[src/rtl/exhaustive_stim_gen_if.sv]
// -----------------------------------------------------------------------------
// exhaustive_stim_gen_if
// Bundles the control, response and result signals of exhaustive_stim_gen.
//   start      : one-cycle pulse that begins a sweep
//   mode       : sequence order for the sweep (0 = binary, 1 = Gray)
//   abort      : terminates a running sweep
//   dut_out    : response of the circuit under test
//   pattern    : registered stimulus vector, WIDTH bits
//   busy       : high while a sweep is running
//   done       : high once a sweep has completed
//   ones_count : number of vectors for which dut_out was sampled as 1
// The master modport is the controlling side, the slave modport is the
// generator itself.
// -----------------------------------------------------------------------------
interface exhaustive_stim_gen_if #(
  parameter int WIDTH = 4
);
  logic             start;
  logic             mode;
  logic             abort;
  logic             dut_out;
  logic [WIDTH-1:0] pattern;
  logic             busy;
  logic             done;
  logic [WIDTH:0]   ones_count;

  modport master (
    output start, mode, abort, dut_out,
    input  pattern, busy, done, ones_count
  );

  modport slave (
    input  start, mode, abort, dut_out,
    output pattern, busy, done, ones_count
  );
endinterface

[src/rtl/exhaustive_stim_gen.sv]
// -----------------------------------------------------------------------------
// exhaustive_stim_gen
// Walks all 2^WIDTH input vectors of a circuit under test, holding each vector
// for HOLD cycles and counting how many vectors produced dut_out = 1 on the
// last cycle of their hold window.
//   clk   : single clock, rising edge
//   reset : asynchronous, active-high reset
//   bus   : exhaustive_stim_gen_if slave modport (start, mode, abort, dut_out
//           in; pattern, busy, done, ones_count out)
// Parameters: WIDTH = stimulus width, HOLD = cycles per vector (1..65535).
// -----------------------------------------------------------------------------
module exhaustive_stim_gen #(
  parameter int WIDTH = 4,
  parameter int HOLD  = 10
) (
  input logic                 clk,
  input logic                 reset,
  exhaustive_stim_gen_if.slave bus
);

  typedef enum logic [1:0] {
    IDLE  = 2'd0,
    DRIVE = 2'd1,
    DONE  = 2'd2
  } state_t;

  localparam logic [15:0]      HOLD_LAST  = 16'(HOLD - 1);
  localparam logic [WIDTH-1:0] INDEX_LAST = {WIDTH{1'b1}};

  state_t           state_r;
  state_t           state_nxt_s;
  logic [WIDTH-1:0] index_r;
  logic [WIDTH-1:0] index_nxt_s;
  logic [15:0]      hold_cnt_r;
  logic [15:0]      hold_cnt_nxt_s;
  logic [WIDTH:0]   ones_r;
  logic [WIDTH:0]   ones_nxt_s;
  logic [WIDTH-1:0] pattern_r;
  logic [WIDTH-1:0] pattern_nxt_s;
  logic             mode_r;
  logic             mode_nxt_s;
  logic             busy_r;
  logic             done_r;
  logic             sample_s;
  logic             last_vec_s;

  // Maps a sweep index onto the vector actually driven in the latched order.
  function automatic logic [WIDTH-1:0] to_vector(input logic [WIDTH-1:0] idx,
                                                 input logic             gray);
    if (gray) begin
      return idx ^ (idx >> 1);
    end else begin
      return idx;
    end
  endfunction

  assign sample_s   = (state_r == DRIVE) && (hold_cnt_r == HOLD_LAST);
  assign last_vec_s = (index_r == INDEX_LAST);

  // State register.
  always_ff @(posedge clk or posedge reset) begin
    if (reset) begin
      state_r <= IDLE;
    end else begin
      state_r <= state_nxt_s;
    end
  end

  // Next-state decode; abort outranks the final sample so it never reaches DONE.
  always_comb begin
    state_nxt_s = state_r;
    case (state_r)
      IDLE: begin
        if (bus.start) state_nxt_s = DRIVE;
        else           state_nxt_s = IDLE;
      end
      DRIVE: begin
        if (bus.abort)                   state_nxt_s = IDLE;
        else if (sample_s && last_vec_s) state_nxt_s = DONE;
        else                             state_nxt_s = DRIVE;
      end
      DONE: begin
        if (bus.start) state_nxt_s = DRIVE;
        else           state_nxt_s = DONE;
      end
      default: state_nxt_s = IDLE;
    endcase
  end

  // Datapath next values: index, hold counter, tally, latched mode, pattern.
  always_comb begin
    index_nxt_s    = index_r;
    hold_cnt_nxt_s = hold_cnt_r;
    ones_nxt_s     = ones_r;
    mode_nxt_s     = mode_r;
    pattern_nxt_s  = pattern_r;
    case (state_r)
      IDLE, DONE: begin
        if (bus.start) begin
          index_nxt_s    = {WIDTH{1'b0}};
          hold_cnt_nxt_s = 16'd0;
          ones_nxt_s     = {(WIDTH+1){1'b0}};
          mode_nxt_s     = bus.mode;
          pattern_nxt_s  = {WIDTH{1'b0}};
        end else begin
          index_nxt_s    = index_r;
        end
      end
      DRIVE: begin
        if (bus.abort) begin
          // Partial tally survives; the pending sample is dropped.
          index_nxt_s    = {WIDTH{1'b0}};
          hold_cnt_nxt_s = 16'd0;
          pattern_nxt_s  = {WIDTH{1'b0}};
        end else if (sample_s) begin
          hold_cnt_nxt_s = 16'd0;
          ones_nxt_s     = ones_r + (WIDTH+1)'(bus.dut_out);
          if (!last_vec_s) begin
            index_nxt_s   = index_r + WIDTH'(1'b1);
            pattern_nxt_s = to_vector(index_r + WIDTH'(1'b1), mode_r);
          end else begin
            // Final vector stays on the outputs while DONE.
            index_nxt_s   = index_r;
          end
        end else begin
          hold_cnt_nxt_s = hold_cnt_r + 16'd1;
        end
      end
      default: begin
        index_nxt_s = {WIDTH{1'b0}};
      end
    endcase
  end

  // Datapath and status registers; busy/done track the next state directly.
  always_ff @(posedge clk or posedge reset) begin
    if (reset) begin
      index_r    <= {WIDTH{1'b0}};
      hold_cnt_r <= 16'd0;
      ones_r     <= {(WIDTH+1){1'b0}};
      mode_r     <= 1'b0;
      pattern_r  <= {WIDTH{1'b0}};
      busy_r     <= 1'b0;
      done_r     <= 1'b0;
    end else begin
      index_r    <= index_nxt_s;
      hold_cnt_r <= hold_cnt_nxt_s;
      ones_r     <= ones_nxt_s;
      mode_r     <= mode_nxt_s;
      pattern_r  <= pattern_nxt_s;
      busy_r     <= (state_nxt_s == DRIVE);
      done_r     <= (state_nxt_s == DONE);
    end
  end

  assign bus.pattern    = pattern_r;
  assign bus.busy       = busy_r;
  assign bus.done       = done_r;
  assign bus.ones_count = ones_r;

endmodule

[src/flat_wrapper.sv]
// flat-port wrapper written by rule: the top's interface ports become plain ports
module exhaustive_stim_gen_flat 
#(
  parameter int WIDTH = 4,
  parameter int HOLD  = 10
)
  (clk, reset, bus_start, bus_mode, bus_abort, bus_dut_out, bus_pattern, bus_busy, bus_done, bus_ones_count);
  exhaustive_stim_gen_if #(.WIDTH(WIDTH)) bus_i ();
  input logic clk;
  input logic reset;
  input wire logic [$bits(bus_i.start)-1:0] bus_start;
  input wire logic [$bits(bus_i.mode)-1:0] bus_mode;
  input wire logic [$bits(bus_i.abort)-1:0] bus_abort;
  input wire logic [$bits(bus_i.dut_out)-1:0] bus_dut_out;
  output wire logic [$bits(bus_i.pattern)-1:0] bus_pattern;
  output wire logic [$bits(bus_i.busy)-1:0] bus_busy;
  output wire logic [$bits(bus_i.done)-1:0] bus_done;
  output wire logic [$bits(bus_i.ones_count)-1:0] bus_ones_count;
  assign bus_i.start = bus_start;
  assign bus_i.mode = bus_mode;
  assign bus_i.abort = bus_abort;
  assign bus_i.dut_out = bus_dut_out;
  assign bus_pattern = bus_i.pattern;
  assign bus_busy = bus_i.busy;
  assign bus_done = bus_i.done;
  assign bus_ones_count = bus_i.ones_count;
  exhaustive_stim_gen #(.WIDTH(WIDTH), .HOLD(HOLD)) u_core (.clk(clk), .reset(reset), .bus(bus_i));
endmodule
[config.mk]
export PLATFORM = sky130hd
export DESIGN_NAME = exhaustive_stim_gen_flat
export DESIGN_NICKNAME = d
export VERILOG_FILES = /design/src/rtl/exhaustive_stim_gen_if.sv /design/src/rtl/exhaustive_stim_gen.sv /design/src/flat_wrapper.sv
export SDC_FILE = /design/constraint.sdc
export NUM_CORES = 1
export LEC_CHECK = 0
export ABC_AREA = 1
export BUFFER_PORTS_ARGS = -buffer_cell sky130_fd_sc_hd__buf_4
export CAP_MARGIN = 20
export CORE_MARGIN = 10
export CORE_UTILIZATION = 64
export DETAILED_ROUTE_END_ITERATION = 6
export PLACE_DENSITY = 0.85
export SLEW_MARGIN = 20
export SYNTH_ARGS = -nofsm -noshare
export SYNTH_HDL_FRONTEND = slang
export SYNTH_SLANG_ARGS = --single-unit
[constraint.sdc]
create_clock -name clk -period 2.2 [get_ports clk]
set_clock_uncertainty 0.15 [all_clocks]
set_input_delay 0.11 -clock clk [delete_from_list [all_inputs] [get_ports clk]]
set_output_delay 0.11 -clock clk [all_outputs]
set_load 0.05 [all_outputs]
======== After elaboration in Yosys (flattened, before gate mapping) ========
Index checks and enable logic that the tools add are counted.
operators by class
  bitwise logic cells ..................... 1
  add/sub/neg operators ................... 3
  div/mod/pow operators ................... 0
  shifts and indexed selects .............. 0
  $mul .................................... 0
  equality and inequality tests ........... 11
  magnitude comparators ................... 0
  reduce and logical (&&, ||, !) cells .... 10
  multiplexer cells ....................... 23
operators by type and width
  kind                                                                      count
  16-bit 2-to-1 mux                                                         3
  4-bit 2-to-1 mux                                                          8
  16-bit case mux with 2 select lines                                       1
  16-bit by 1-bit adder with 16-bit output (second input constant)          1
  16-bit by 4-bit == test with 1-bit output (second input constant)         1
  4-bit case mux with 2 select lines                                        2
  5-bit 2-to-1 mux                                                          3
  5-bit case mux with 2 select lines                                        1
  4-bit AND reduction                                                       2
  2-bit 2-to-1 mux                                                          3
  2-bit case mux with 3 select lines                                        1
  5-bit by 1-bit adder with 5-bit output                                    1
  4-bit by 1-bit adder with 4-bit output (second input constant)            1
  2-bit by 1-bit == test with 1-bit output (second input constant)          2
  2-bit == test (second input constant)                                     2
  4-bit == test (second input constant)                                     1
  2-bit inequality test (second input constant)                             2
  2-bit AND reduction                                                       2
  4-bit by 3-bit XOR with 4-bit output                                      1
  3-bit by 2-bit inequality test with 1-bit output (second input constant)  1
  3-bit inequality test (second input constant)                             1
  3-bit AND reduction                                                       1
  1-bit logical AND                                                         2
  2-bit zero test                                                           1
  4 further kinds                                                           4
word-level totals
  memory bits (writable) .................. 0
  word-level logic and storage cells ...... 56
  bits in latches ......................... 0
  bits in registers ....................... 34
  output and inout bits ................... 11
  memory bits (read-only) ................. 0
  memories ................................ 0
  bits of input ports ..................... 6

======== Longest topological paths before layout ========
Gate-level depths: netlist of the first run.
  word-level depth ........................ 7
  depth in mapped cells ................... 9
  gate-level depth less buffers ........... 9

======== Worst setup path after synthesis of the first run ========
OpenSTA, ideal clock, no wires.
  kind .................................... register to register
  start point ............................. register u_core.ones_r[0] (netlist: u_core.bus.ones_count[0])
  end point ............................... register u_core.ones_r[4] (netlist: u_core.bus.ones_count[4])
  slack ................................... 0.295 ns
  cell stages (with the launch flop) ...... 7
  required time ........................... 1.974 ns
  period minus slack after synthesis ...... 1.905 ns
  buffers on the path ..................... 0
  data arrival time ....................... 1.679 ns
  setup time .............................. 0.076 ns
  cells stage by stage .................... dfrtp_1 -> ha_1 -> ha_1 -> nand3_1 -> xor2_1 -> or2_2 -> o21ai_1
on the way
  cells in the longest elaborated chain, start to end .. 4
ends and longest elaborated chain
  item                                    RTL line                    source
  start, declared                         exhaustive_stim_gen.sv:36   logic [WIDTH:0] ones_r;
  start signal, assigned                  exhaustive_stim_gen.sv:140  ones_r <= {(WIDTH+1){1'b0}};
  start signal, assigned                  exhaustive_stim_gen.sv:148  ones_r <= ones_nxt_s;
  5-bit by 1-bit adder with 5-bit output  exhaustive_stim_gen.sv:117  ones_nxt_s = ones_r + (WIDTH+1)'(bus.dut_out);
  5-bit 2-to-1 mux                        exhaustive_stim_gen.sv:115  end else if (sample_s) begin
  5-bit 2-to-1 mux                        exhaustive_stim_gen.sv:110  if (bus.abort) begin
  5-bit case mux with 2 select lines      exhaustive_stim_gen.sv:97   case (state_r)
Every way passes these cells. The select of a mux whose other input is x is not followed.
A chain may end at the register's enable or synchronous reset.

======== Worst setup path in the final report of the first run ========
  start point ............................. register u_core.state_r[0]
  end point ............................... register u_core.mode_r
on the way
  cells in the longest elaborated chain, start to end .. 3
  elaborated cells between the ends (all ways) .. 4
  those cells by class .................... 1 x eq/ne; 3 x reduce/logical
ends and longest elaborated chain
  item                                                     RTL line                    source
  start, declared                                          exhaustive_stim_gen.sv:30   state_t state_r;
  start signal, assigned                                   exhaustive_stim_gen.sv:65   state_r <= state_nxt_s;
  2-bit == test / 2-bit zero test (equally long branches)  exhaustive_stim_gen.sv:97
  2-bit OR reduction *                                     exhaustive_stim_gen.sv:97
  2-bit AND reduction (no source line) *                   n/a
  end signal, assigned                                     exhaustive_stim_gen.sv:149  mode_r <= mode_nxt_s;
  end, declared                                            exhaustive_stim_gen.sv:40   logic mode_r;
Every way passes the cells marked *; elsewhere a longest branch is shown, timed or not.

==> results.md, run 1 <==
- Hold WC Path Type: in -> async
- Final ANT Viol Nets: 0
- Die Ht: 76.54 µm
- Post-synthesis mux area share: 0.4893%
- Gate Count Post-Synth: 266
- CP max FO: 5
- Clk Latency, worst-skew pair: 0.34 ns
- Crit Path Category: reg -> reg
- Total power: 1.496 mW
- IO Count: 17
- Finished Cell Area: 0.002369 mm²
- Site row count: 20
- Most frequent cells in the layout: 78 x nand2_1, 34 x dfrtp_1, 29 x inv_1, 29 x nor2_1, 18 x buf_4
- Die Area: 0.005858 mm²
- Reg clk slew, reported paths: 0.11 ns
- Maximum buffer depth of the clock tree: 2
- Max Cap Viol: 0
- Reg2Reg Depth: 6
- Cell area after synthesis: 0.002046 mm²
- Outcome: finished, final reports clean
- CTS root buffer: clkbuf_4
- WP depth: 6
- Rel. slew slack: 71.39%
- CP Capture Type: flop
- Flops & latches, synth: 34
- Initial antenna violation count: 0
- Vias in the first global route: 1637
- Area fraction in compound gates after synthesis: 5.933%
- TritonRoute pass-1 iters: 4
- CTS tree: yes
- Critical Path RT: 2.28 ns
- Post-DP HPWL: 3143 µm
- Gpl congestion: 0.8908
- DRC Markers: 0
- Core ar.: 0.003053 mm²
- VDD IR max: 0.0004105 V
- PwrDens: 631.5 mW/mm²
- Dpl ws: 0.5774 ns
- Slew Limit Fails: 0
- # port buffers: 16
- Final #Nets: 309
- Drt total wl: 4329 µm
- Crit path max-delay family: buffers and inverters
- Minimum clock period: 2.115 ns
- Vias per inst: 5.268
- Worst reg2reg endpoint: u_core.mode_r$_DFFE_PP0P_
- Ys async rst share: 100.0%
- Gr usage total: 15.26%
- Adder-Cell Fraction of Synth Area: 3.058%
- Gr ovfl total: 0
- Syn nets: 277
- Number of diodes: 0
- Worst path buffer plus inverter count: 3
- Area growth, synth to finish: 15.78%
- Post-synthesis sequential area ratio: 41.59%
- Largest net degree at the start of global routing: 35
- Reg-to-reg setup timing slack: 0.08 ns
- DP Area: 0.002228 mm²
- Via count: 1807
- CTS buffer count: 5
- Crit path DAT: 2.20 ns
- WL per Instance: 12.62 µm
- Die X: 76.54 µm
- Fmax: 472.7 MHz
- Hold Vio Cnt, Final: 0
- Worst slew pin tran: 0.4292 ns
- Simple-Gate Fraction of Synth Area: 39.02%
- Setup TNS Final: 0 ns
- Xor/xnor share of the synthesized area: 2.997%
- RR Startpoint: u_core.state_r[0]$_DFF_PP0_
- Initial Utilization: 67.01%
- Most common cell after layout, fill and taps aside: nand2_1
- Iter 0 DRT Violations: 155
- Fraction of final layout cells sized beyond drive strength 1: 19.06%
- Post-Synthesis Mean Instance Area: 7.691 µm²
- Pleak: 1.226 nW
- Slowest CP cell: dlygate4sd3_1
- Largest family of logic cells by synthesized area: simple AND/OR/NAND/NOR gates
- Post-Route Utilization: 77.58%
- Final setup fails: 0
- CP Launch Type: flop
- Top_reg_cell synth: dfrtp_1
- Syn. warnings: 0
- Htree depth: 2
- Critical path's largest stage delay: 0.55 ns
- Critical Path, Cell by Cell: inv_1, nand2_2, nor2_1, dlygate4sd3_1, a21oi_1, dlygate4sd3_1
- First-pass GRT wire length: 7417 µm
- Post-route worst setup slack: 0.08451 ns
- Netlist cell types: 30
- Fin crit share: 96.16%
- CTS Sinks: 34
- Worst path most repeated cell: dlygate4sd3_1
- Post-synth EDFFs: 0
-- sequential cells by signal, summed over array words and instances, names as in the netlist --
name and flops:
u_core.index_r 4, u_core.bus.pattern 4, u_core.bus.ones_count 5, u_core.mode_r 1, u_core.state_r 2, u_core.bus.done 1
u_core.hold_cnt_r 16, u_core.bus.busy 1
-- metrics by stage --
step	cells	hold WS, ns
2_1_floorplan	266	0.1016
5_1_grt	343	0.2928
4_1_cts	342	0.2575
3_5_place_dp	327	0.08291
3_3_place_gp	327	0.08182
6_report	343	0.2535
-- worst min-delay path, cell delays in order --
cell and delay (ns):
dlygate4sd3_1 0.53, buf_4 0.13, inv_1 0.04, buf_4 0.37
-- where the power goes --
group | internal, mW | leakage [nW] | switching, mW
Combinational | 0.138 | 0.727 | 0.277
Sequential | 0.669 | 0.463 | 0.0479
Clock | 0.155 | 0.0353 | 0.210
Total | 0.961 | 1.23 | 0.534
-- layer usage --
layer	part of all wire, %	track usage (%)	vias to the layer above
met5	0	0	-
met4	1.8	6.877	0
met3	3.3	2.948	7
met2	43	23.47	31
met1	52	20.13	856
li1	-	-	913
-- cells by family after synthesis --
logic type	count (synthesis)
buffers and inverters	36
AOI/OAI and AO/OA	20
muxes	1
DFF	34
adders and majority gates	5
and+or+nand+nor	163
xor gates and xnor gates	7
-- timing repair --
item | in CTS | in global routing
resized for setup | 0 | 1
setup endpoints to repair | 0 | 1
hold buffers | 7 | 0
endpoints found under the hold margin | 44 | 0
setup buffers | 0 | 1
-- worst max path at each step --
stage | from | end | slack (ns)
after floorplan | u_core.bus.ones_count[0]$_DFFE_PP0P_ | u_core.bus.ones_count[4]$_DFFE_PP0P_ | 0.29
after global placement | u_core.bus.ones_count[0]$_DFFE_PP0P_ | u_core.bus.ones_count[4]$_DFFE_PP0P_ | 0.62
after detailed placement | u_core.index_r[0]$_DFFE_PP0P_ | u_core.index_r[1]$_DFFE_PP0P_ | 0.58
after CTS | u_core.state_r[0]$_DFF_PP0_ | u_core.mode_r$_DFFE_PP0P_ | 0.07
after global routing | u_core.state_r[0]$_DFF_PP0_ | u_core.mode_r$_DFFE_PP0P_ | -0.00002
final | u_core.state_r[0]$_DFF_PP0_ | u_core.mode_r$_DFFE_PP0P_ | 0.08
-- cells in the mapped netlist, types with 3 or more instances --
cell	instances	area (µm²)
nand2_4	6	67.56
inv_1	29	108.9
o21ai_1	4	20.02
nand4_1	16	100.1
ha_1	5	62.56
dfrtp_1	34	850.8
nor2_1	29	108.9
o21ai_0	6	30.03
nand3_2	3	30.03
nor2_2	4	25.02
inv_2	3	11.26
nand2_2	5	31.28
nand2_1	79	296.5
or2_2	3	18.77
nand3_1	12	60.06
xor2_1	6	52.55
o21bai_1	3	22.52
-- area by class of cell --
class	instances	area, µm²
Tap cell	44	55.05
Fill cell	240	684.4
Clock buffer	7	55.05
Multi-Input combinational cell	196	1056
Clock inverter	1	5.005
Timing Repair Buffer	25	205.2
Sequential cell	34	850.8
Inverter	36	141.4
(Power assumes the default switching activity.)
==> run 2: changes to the inputs <==
Settings changed: ABC_AREA 1 to default, CORE_UTILIZATION 64 to 63, PLACE_DENSITY 0.85 to 0.84, SLEW_MARGIN 20 to 10.
==> run 2 against run 1 <==
Worst hold slack got worse by 0.18 ns. Sequential power fell by 6.8%. Largest cell class unchanged. Synthesized cell count fell by 25%. Design area fell by 7.7%. Critical path type unchanged.
==> results.md, run 2 <==
- TritonRoute pass-1 iters: 4
- Gpl congestion: 0.8856
- Fmax: 485.7 MHz
- Site row count: 19
- Gr busiest metal: met2
- Setup TNS Final: 0 ns
- Most common cell after layout, fill and taps aside: dfrtp_1
- CTS Sinks: 34
- CP max FO: 13
- Outcome: finished, final reports clean
- Gate Count Post-Synth: 199
- Crit Path Category: reg -> reg
- CP Capture Type: flop
- CTS buffer count: 5
- CTS root buffer: clkbuf_4
- Post-Synthesis Mean Instance Area: 9.513 µm²
- Post-CTS Resized: 0
- P_int: 0.9609 mW
- Crit path DAT: 2.18 ns
- Worst reg2reg endpoint: u_core.bus.pattern[3]$_DFFE_PP0P_
- Area fraction in compound gates after synthesis: 22.27%
- Top cells by count, synth: 34 x dfrtp_1, 21 x a21oi_1, 20 x nand2_1
- Reg clk slew, reported paths: 0.11 ns
- Most frequent cells in the layout: 34 x dfrtp_1, 25 x buf_4, 21 x a21oi_1, 20 x nand2_1, 15 x o21ai_0
- Final #Nets: 238
- Vias per inst: 6.768
- Area growth, synth to finish: 15.53%
- Gr usage total: 17.07%
- Critical Path RT: 2.32 ns
- Post-synth EDFFs: 0
- Most frequent cell after synthesis: dfrtp_1
- DRC Markers: 0
- Synth top area cells: dfrtp_1 45%, a21oi_1 5.6%, nand2_1 4.0%
- Switching part of the total: 28.59%
- Post-synth top area share: 44.94%
- Number of diodes: 0
- RR Startpoint: u_core.hold_cnt_r[12]$_DFFE_PP0P_
- Syn. warnings: 0
- Core ar.: 0.002805 mm²
- M2 GR Usage: 26.32%
- Vias in the first global route: 1534
- Largest area contributor in the netlist: dfrtp_1
- CTS tree: yes
- Drt total wl: 4641 µm
- Adder-Cell Fraction of Synth Area: 3.305%
- Largest net degree at the start of global routing: 35
- Via count: 1753
- Hold Vio Cnt, Final: 0
- Final ANT Viol Nets: 0
- Min-delay src: bus_abort
- Die Area: 0.005597 mm²
- Htree depth: 2
- Reg2Reg Depth: 5
- Worst slew pin tran: 0.5996 ns
- Finished Cell Area: 0.002187 mm²
- Slew Limit Fails: 0
- Maximum buffer depth of the clock tree: 2
- Post-synthesis mux area share: 1.586%
- Minimum clock period: 2.059 ns
- Fraction of final layout cells sized beyond drive strength 1: 17.98%
- WHS Path Cells: 4
- Rel. slew slack: 59.85%
- RSZ-0062 raised after global routing: no
- Iter 0 DRT Violations: 209
- Max Cap Viol: 0
- Switch Pwr: 0.3848 mW
- Xor/xnor share of the synthesized area: 3.239%
- Final setup fails: 0
- Syn nets: 210
- CP Launch Type: flop
- Routing usage on met3: 4.731%
- Combinational power share: 15.6%
- Cells after DPL: 246
- WL per Instance: 17.92 µm
- Die X: 74.82 µm
- Initial Utilization: 67.48%
- Hold WC Path Type: in -> reg
- Initial antenna violation count: 0
- Gr ovfl total: 0
- VDD IR max: 0.0007205 V
- Layout Cells excl Fill: 259
- Pleak: 0.9343 nW
- Reg with most FFs: u_core.hold_cnt_r
- Simple-Gate Fraction of Synth Area: 21.48%
- Fin crit share: 93.58%
- Post-DP HPWL: 3098 µm
- Netlist cell types: 46
- Met1 usage in global routing: 22.14%
- Clk pwr share: 34.8%
- Post-synthesis sequential area ratio: 44.94%
- Flops & latches, synth: 34
- PwrDens: 615.3 mW/mm²
- Fillers: 191
- Die Ht: 74.82 µm
- Ys async rst share: 100.0%
- # port buffers: 16
- Top_reg_cell synth: dfrtp_1
- DP Area: 0.002067 mm²
- Cell area after synthesis: 0.001893 mm²
- Largest family of logic cells by synthesized area: compound AO/OA/AOI/OAI gates
- Largest register FFs: 16
- Worst Hold End: u_core.index_r[3]$_DFFE_PP0P_
- Post-Route Utilization: 77.97%
- Clk Latency, worst-skew pair: 0.36 ns
- First-pass GRT wire length: 7410 µm
- IO Count: 17
- Reg power frac: 49.6%
- Reg-to-reg setup timing slack: 0.14 ns
==> run 2: cell count changes in the layout (fill, tap and decap cells not counted), sizes merged, moves of 5 or more <==
cell	change
nand2	-70
inv	-27
nor2	-27
a21oi	+20
nand4	-12
nand3	-10
or3	+8
buf	+7
and3	+6
a31oi	+5
nand2b	+5
o2bb2ai	+5
==> run 2: logic make-up after synthesis <==
family,count (synthesis)
buffers and inverters,13
flip-flops,34
adder cells (fa/ha/maj),5
AND/OR/NAND/NOR,73
XOR/XNOR,7
AO/OA/AOI/OAI,64
multiplexers,3
==> run 2: critical path: stages, from the launching register on <==
cell and delay [ns]:
dfrtp_1 0.44, nor4_1 0.52, and4_1 0.28, buf_4 0.21, nand3_1 0.18, o2bb2ai_1 0.20
==> run 2: what timing repair did <==
action / 4_1_cts / 5_1_grt
hold buffers: 3 / 0
buffers inserted: 0 / 2
setup endpoints to repair: 0 / 16
hold endpoints to repair: 40 / 0
==> run 2: layer usage <==
metal  vias to the layer above  part of all wire [%]
met5                         -                     0
li1                        804                     -
met1                       842                    44
met3                        14                   7.3
met4                         0                   2.1
met2                        93                    46
==> run 2: cell type report <==
type / instances / area, µm² / share of cell area [%]
well taps: 31 / 38.79 / 1.773
repair buffers: 28 / 217.7 / 9.954
clock buffers: 7 / 45.04 / 2.059
multi-input cells: 152 / 982.2 / 44.91
clock inverters: 1 / 30.03 / 1.373
inverters: 6 / 22.52 / 1.030
flip-flops and latches: 34 / 850.8 / 38.90
==> run 2: through the flow <==
step | total power [mW] | setup WS (ns) | hold slack, ns
finish | 1.346 | 0.1412 | 0.06963
global route | 1.396 | 0.01135 | 0.09218
CTS | 1.337 | 0.1278 | 0.06735
detailed placement | 0.8787 | 0.1649 | 0.09293
global placement | 0.8715 | 0.2156 | 0.08012
floorplan | 0.8142 | 0.3798 | 0.06544
==> run 2: worst max path at each step <==
stage	from	to	slack, ns	cells after the start
final	u_core.hold_cnt_r[12]$_DFFE_PP0P_	u_core.bus.pattern[3]$_DFFE_PP0P_	0.14	5
after floorplan	u_core.bus.ones_count[0]$_DFFE_PP0P_	u_core.bus.ones_count[4]$_DFFE_PP0P_	0.38	5
after detailed placement	u_core.hold_cnt_r[1]$_DFFE_PP0P_	u_core.index_r[0]$_DFFE_PP0P_	0.16	6
after CTS	u_core.hold_cnt_r[1]$_DFFE_PP0P_	u_core.index_r[1]$_DFFE_PP0P_	0.13	6
after global routing	u_core.hold_cnt_r[1]$_DFFE_PP0P_	u_core.bus.pattern[3]$_DFFE_PP0P_	0.01	7
after global placement	u_core.hold_cnt_r[1]$_DFFE_PP0P_	u_core.index_r[1]$_DFFE_PP0P_	0.22	6
==> run 2: power groups by stage <==
stage | Clock (mW) | Combinational, mW | Sequential [mW]
4_1_cts | 0.463 | 0.207 | 0.667
3_5_place_dp | 0 | 0.200 | 0.679
3_3_place_gp | 0 | 0.194 | 0.677
5_1_grt | 0.493 | 0.230 | 0.672
6_report | 0.468 | 0.210 | 0.668
2_1_floorplan | 0 | 0.126 | 0.688
==> run 3: changes to the inputs <==
Settings changed: CORE_UTILIZATION 63 to 53, HOLD_SLACK_MARGIN from default to 0.05, PLACE_DENSITY 0.84 to 0.75, SLEW_MARGIN 10 to default.
Clock period 2.2 ns to 1.8 ns, I/O delays scaled along.
==> run 3 against run 2 <==
The run now ends with setup timing left. Critical path depth did not move. Power rose by 18%. Setup slack worse by 0.17 ns. Global-route usage decreased by 0.12 points. Critical path type unchanged.
==> results.md, run 3 (synthesized netlist as in run 2, its figures left out) <==
- Outcome: finished with violations
- Failing checks: setup timing
- Combinational power share: 24.0%
- Htree depth: 2
- Reg2Reg Depth: 5
- VDD IR max: 0.0003564 V
- Routing usage on met3: 4.617%
- IO Count: 17
- Slew Limit Fails: 0
- CTS root buffer: clkbuf_4
- Crit Path Category: reg -> reg
- Final setup fails: 15
- Initial Utilization: 55.85%
- Most frequent cells in the layout: 51 x buf_4, 32 x dfrtp_1, 19 x nand2_1, 19 x a21oi_1, 9 x nor2_1
- CP Launch Type: flop
- Dpl ws: -0.1692 ns
- Via count: 1849
- Core ar.: 0.003390 mm²
- Crit. Startpoint: u_core.hold_cnt_r[0]$_DFFE_PP0P_
- Switch Pwr: 0.4859 mW
- Met1 usage in global routing: 19.41%
- Iter 0 DRT Violations: 133
- Gr usage total: 16.95%
- Worst reg2reg endpoint: u_core.hold_cnt_r[11]$_DFFE_PP0P_
- Most common cell after layout, fill and taps aside: buf_4
- Number of diodes: 0
- Post-route worst setup slack: -0.03101 ns
- RSZ-0062 raised after global routing: yes
- Crit path DAT: 1.96 ns
- Final #Nets: 274
- Max Cap Viol: 0
- Fin crit share: 101.7%
- Largest net degree at the start of global routing: 35
- Vias in the first global route: 1824
- Fraction of final layout cells sized beyond drive strength 1: 36.12%
- CP endpoint: u_core.hold_cnt_r[11]$_DFFE_PP0P_
- Clk pwr share: 24.8%
- Die Ht: 79.77 µm
- # port buffers: 16
- CTS tree: yes
- Post-Route Utilization: 77.89%
- Fmax: 546.1 MHz
- Hold Vio Cnt, Final: 0
- Final hold slack: 0.1312 ns
- First-pass GRT wire length: 8562 µm
- Gr ovfl total: 0
- Vias per inst: 5.984
- M2 GR Usage: 29.45%
- Setup TNS Final: -0.2156 ns
- Drt total wl: 5190 µm
- Initial antenna violation count: 0
- Reg clk slew, reported paths: 0.10 ns
- Post-DP HPWL: 3596 µm
- CP Capture Type: flop
- RR Startpoint: u_core.hold_cnt_r[0]$_DFFE_PP0P_
- Switching part of the total: 30.53%
- PwrDens: 602.9 mW/mm²
- DRC Markers: 0
- Gr busiest metal: met2
- Pleak: 1.135 nW
- CP max FO: 8
- Reg-to-reg setup timing slack: -0.03 ns
- Reg with most FFs: u_core.hold_cnt_r
- CTS buffer count: 5
- Hold WC Path Type: in -> reg
- Critical Path RT: 1.93 ns
- Rel. slew slack: 69.55%
- Maximum buffer depth of the clock tree: 2
- Site row count: 21
- Minimum clock period: 1.831 ns
- Die Area: 0.006362 mm²
- P_int: 1.106 mW
- Area growth, synth to finish: 39.46%
- Largest register FFs: 16
- Final ANT Viol Nets: 0
- Reg power frac: 51.2%
- Die X: 79.77 µm
- WL per Instance: 16.80 µm
- CTS Sinks: 34
- TritonRoute pass-1 iters: 4
- Gpl congestion: 0.8568
- Clk Latency, worst-skew pair: 0.35 ns
- Worst slew pin tran: 0.4548 ns
[run 3: cell types whose count changed in the layout (fill, tap and decap cells not counted), moves of 3 or more]
cell     change
buf_4       +26
buf_6        +6
o21ai_0      -8
o21ai_1      +5
o21ai_2      +3
[run 3: timing repair]
item / 4_1_cts / 5_1_grt
hold buffers: 4 / 1
buffers inserted: 5 / 4
gates resized for setup: 20 / 20
endpoints found under the hold margin: 42 / 2
pin swaps: 8 / 11
cloned: 0 / 0
setup endpoints to repair: 30 / 31
[run 3: worst min-delay path by stage]
stage,start,cells after the start,end
floorplan,bus_mode,2,u_core.mode_r$_DFFE_PP0P_
finish,bus_start,4,u_core.bus.ones_count[4]$_DFFE_PP0P_
CTS,bus_start,4,u_core.bus.busy$_DFF_PP0_
global route,bus_start,4,u_core.bus.ones_count[4]$_DFFE_PP0P_
detailed placement,reset,3,u_core.hold_cnt_r[3]$_DFFE_PP0P_
global placement,reset,3,u_core.hold_cnt_r[6]$_DFFE_PP0P_
[run 3: worst max-delay path, stage by stage (launching register included)]
cell     delay, ns
dfrtp_1       0.42
buf_6         0.13
nand2_1       0.11
a211o_1       0.38
or3_1         0.39
a21oi_1       0.17
[run 3: cell type report]
type	count	area, µm²
multi-input combinational	152	1121
inverter	6	22.52
tap	46	57.56
timing repair buffer	64	540.5
sequential	34	853.3
clock buffer	7	45.04
fill	236	749.5
[run 3: per-stage QoR]
| stage | instances | area [µm²] | power (mW) |
|---|---|---|---|
| after floorplan | 199 | 1894 | 0.9956 |
| after global placement | 288 | 2315 | 1.116 |
| after detailed placement | 288 | 2315 | 1.131 |
| after CTS | 304 | 2520 | 1.546 |
| after global routing | 309 | 2640 | 1.665 |
| final | 309 | 2640 | 1.592 |
[run 3: layer usage]
layer	vias to the layer above	share of wire (%)	wire length [µm]
met3	10	5.3	276
met2	47	53	2743
met1	913	40	2097
met5	-	0	0
li1	879	-	-
met4	0	1.4	74
[run 3: power by group through the flow]
stage	combinational [mW]	sequential [mW]	clock (mW)
detailed placement	0.309	0.823	0
global route	0.416	0.818	0.431
finish	0.382	0.815	0.394
CTS	0.338	0.810	0.398
global placement	0.295	0.820	0
floorplan	0.154	0.841	0
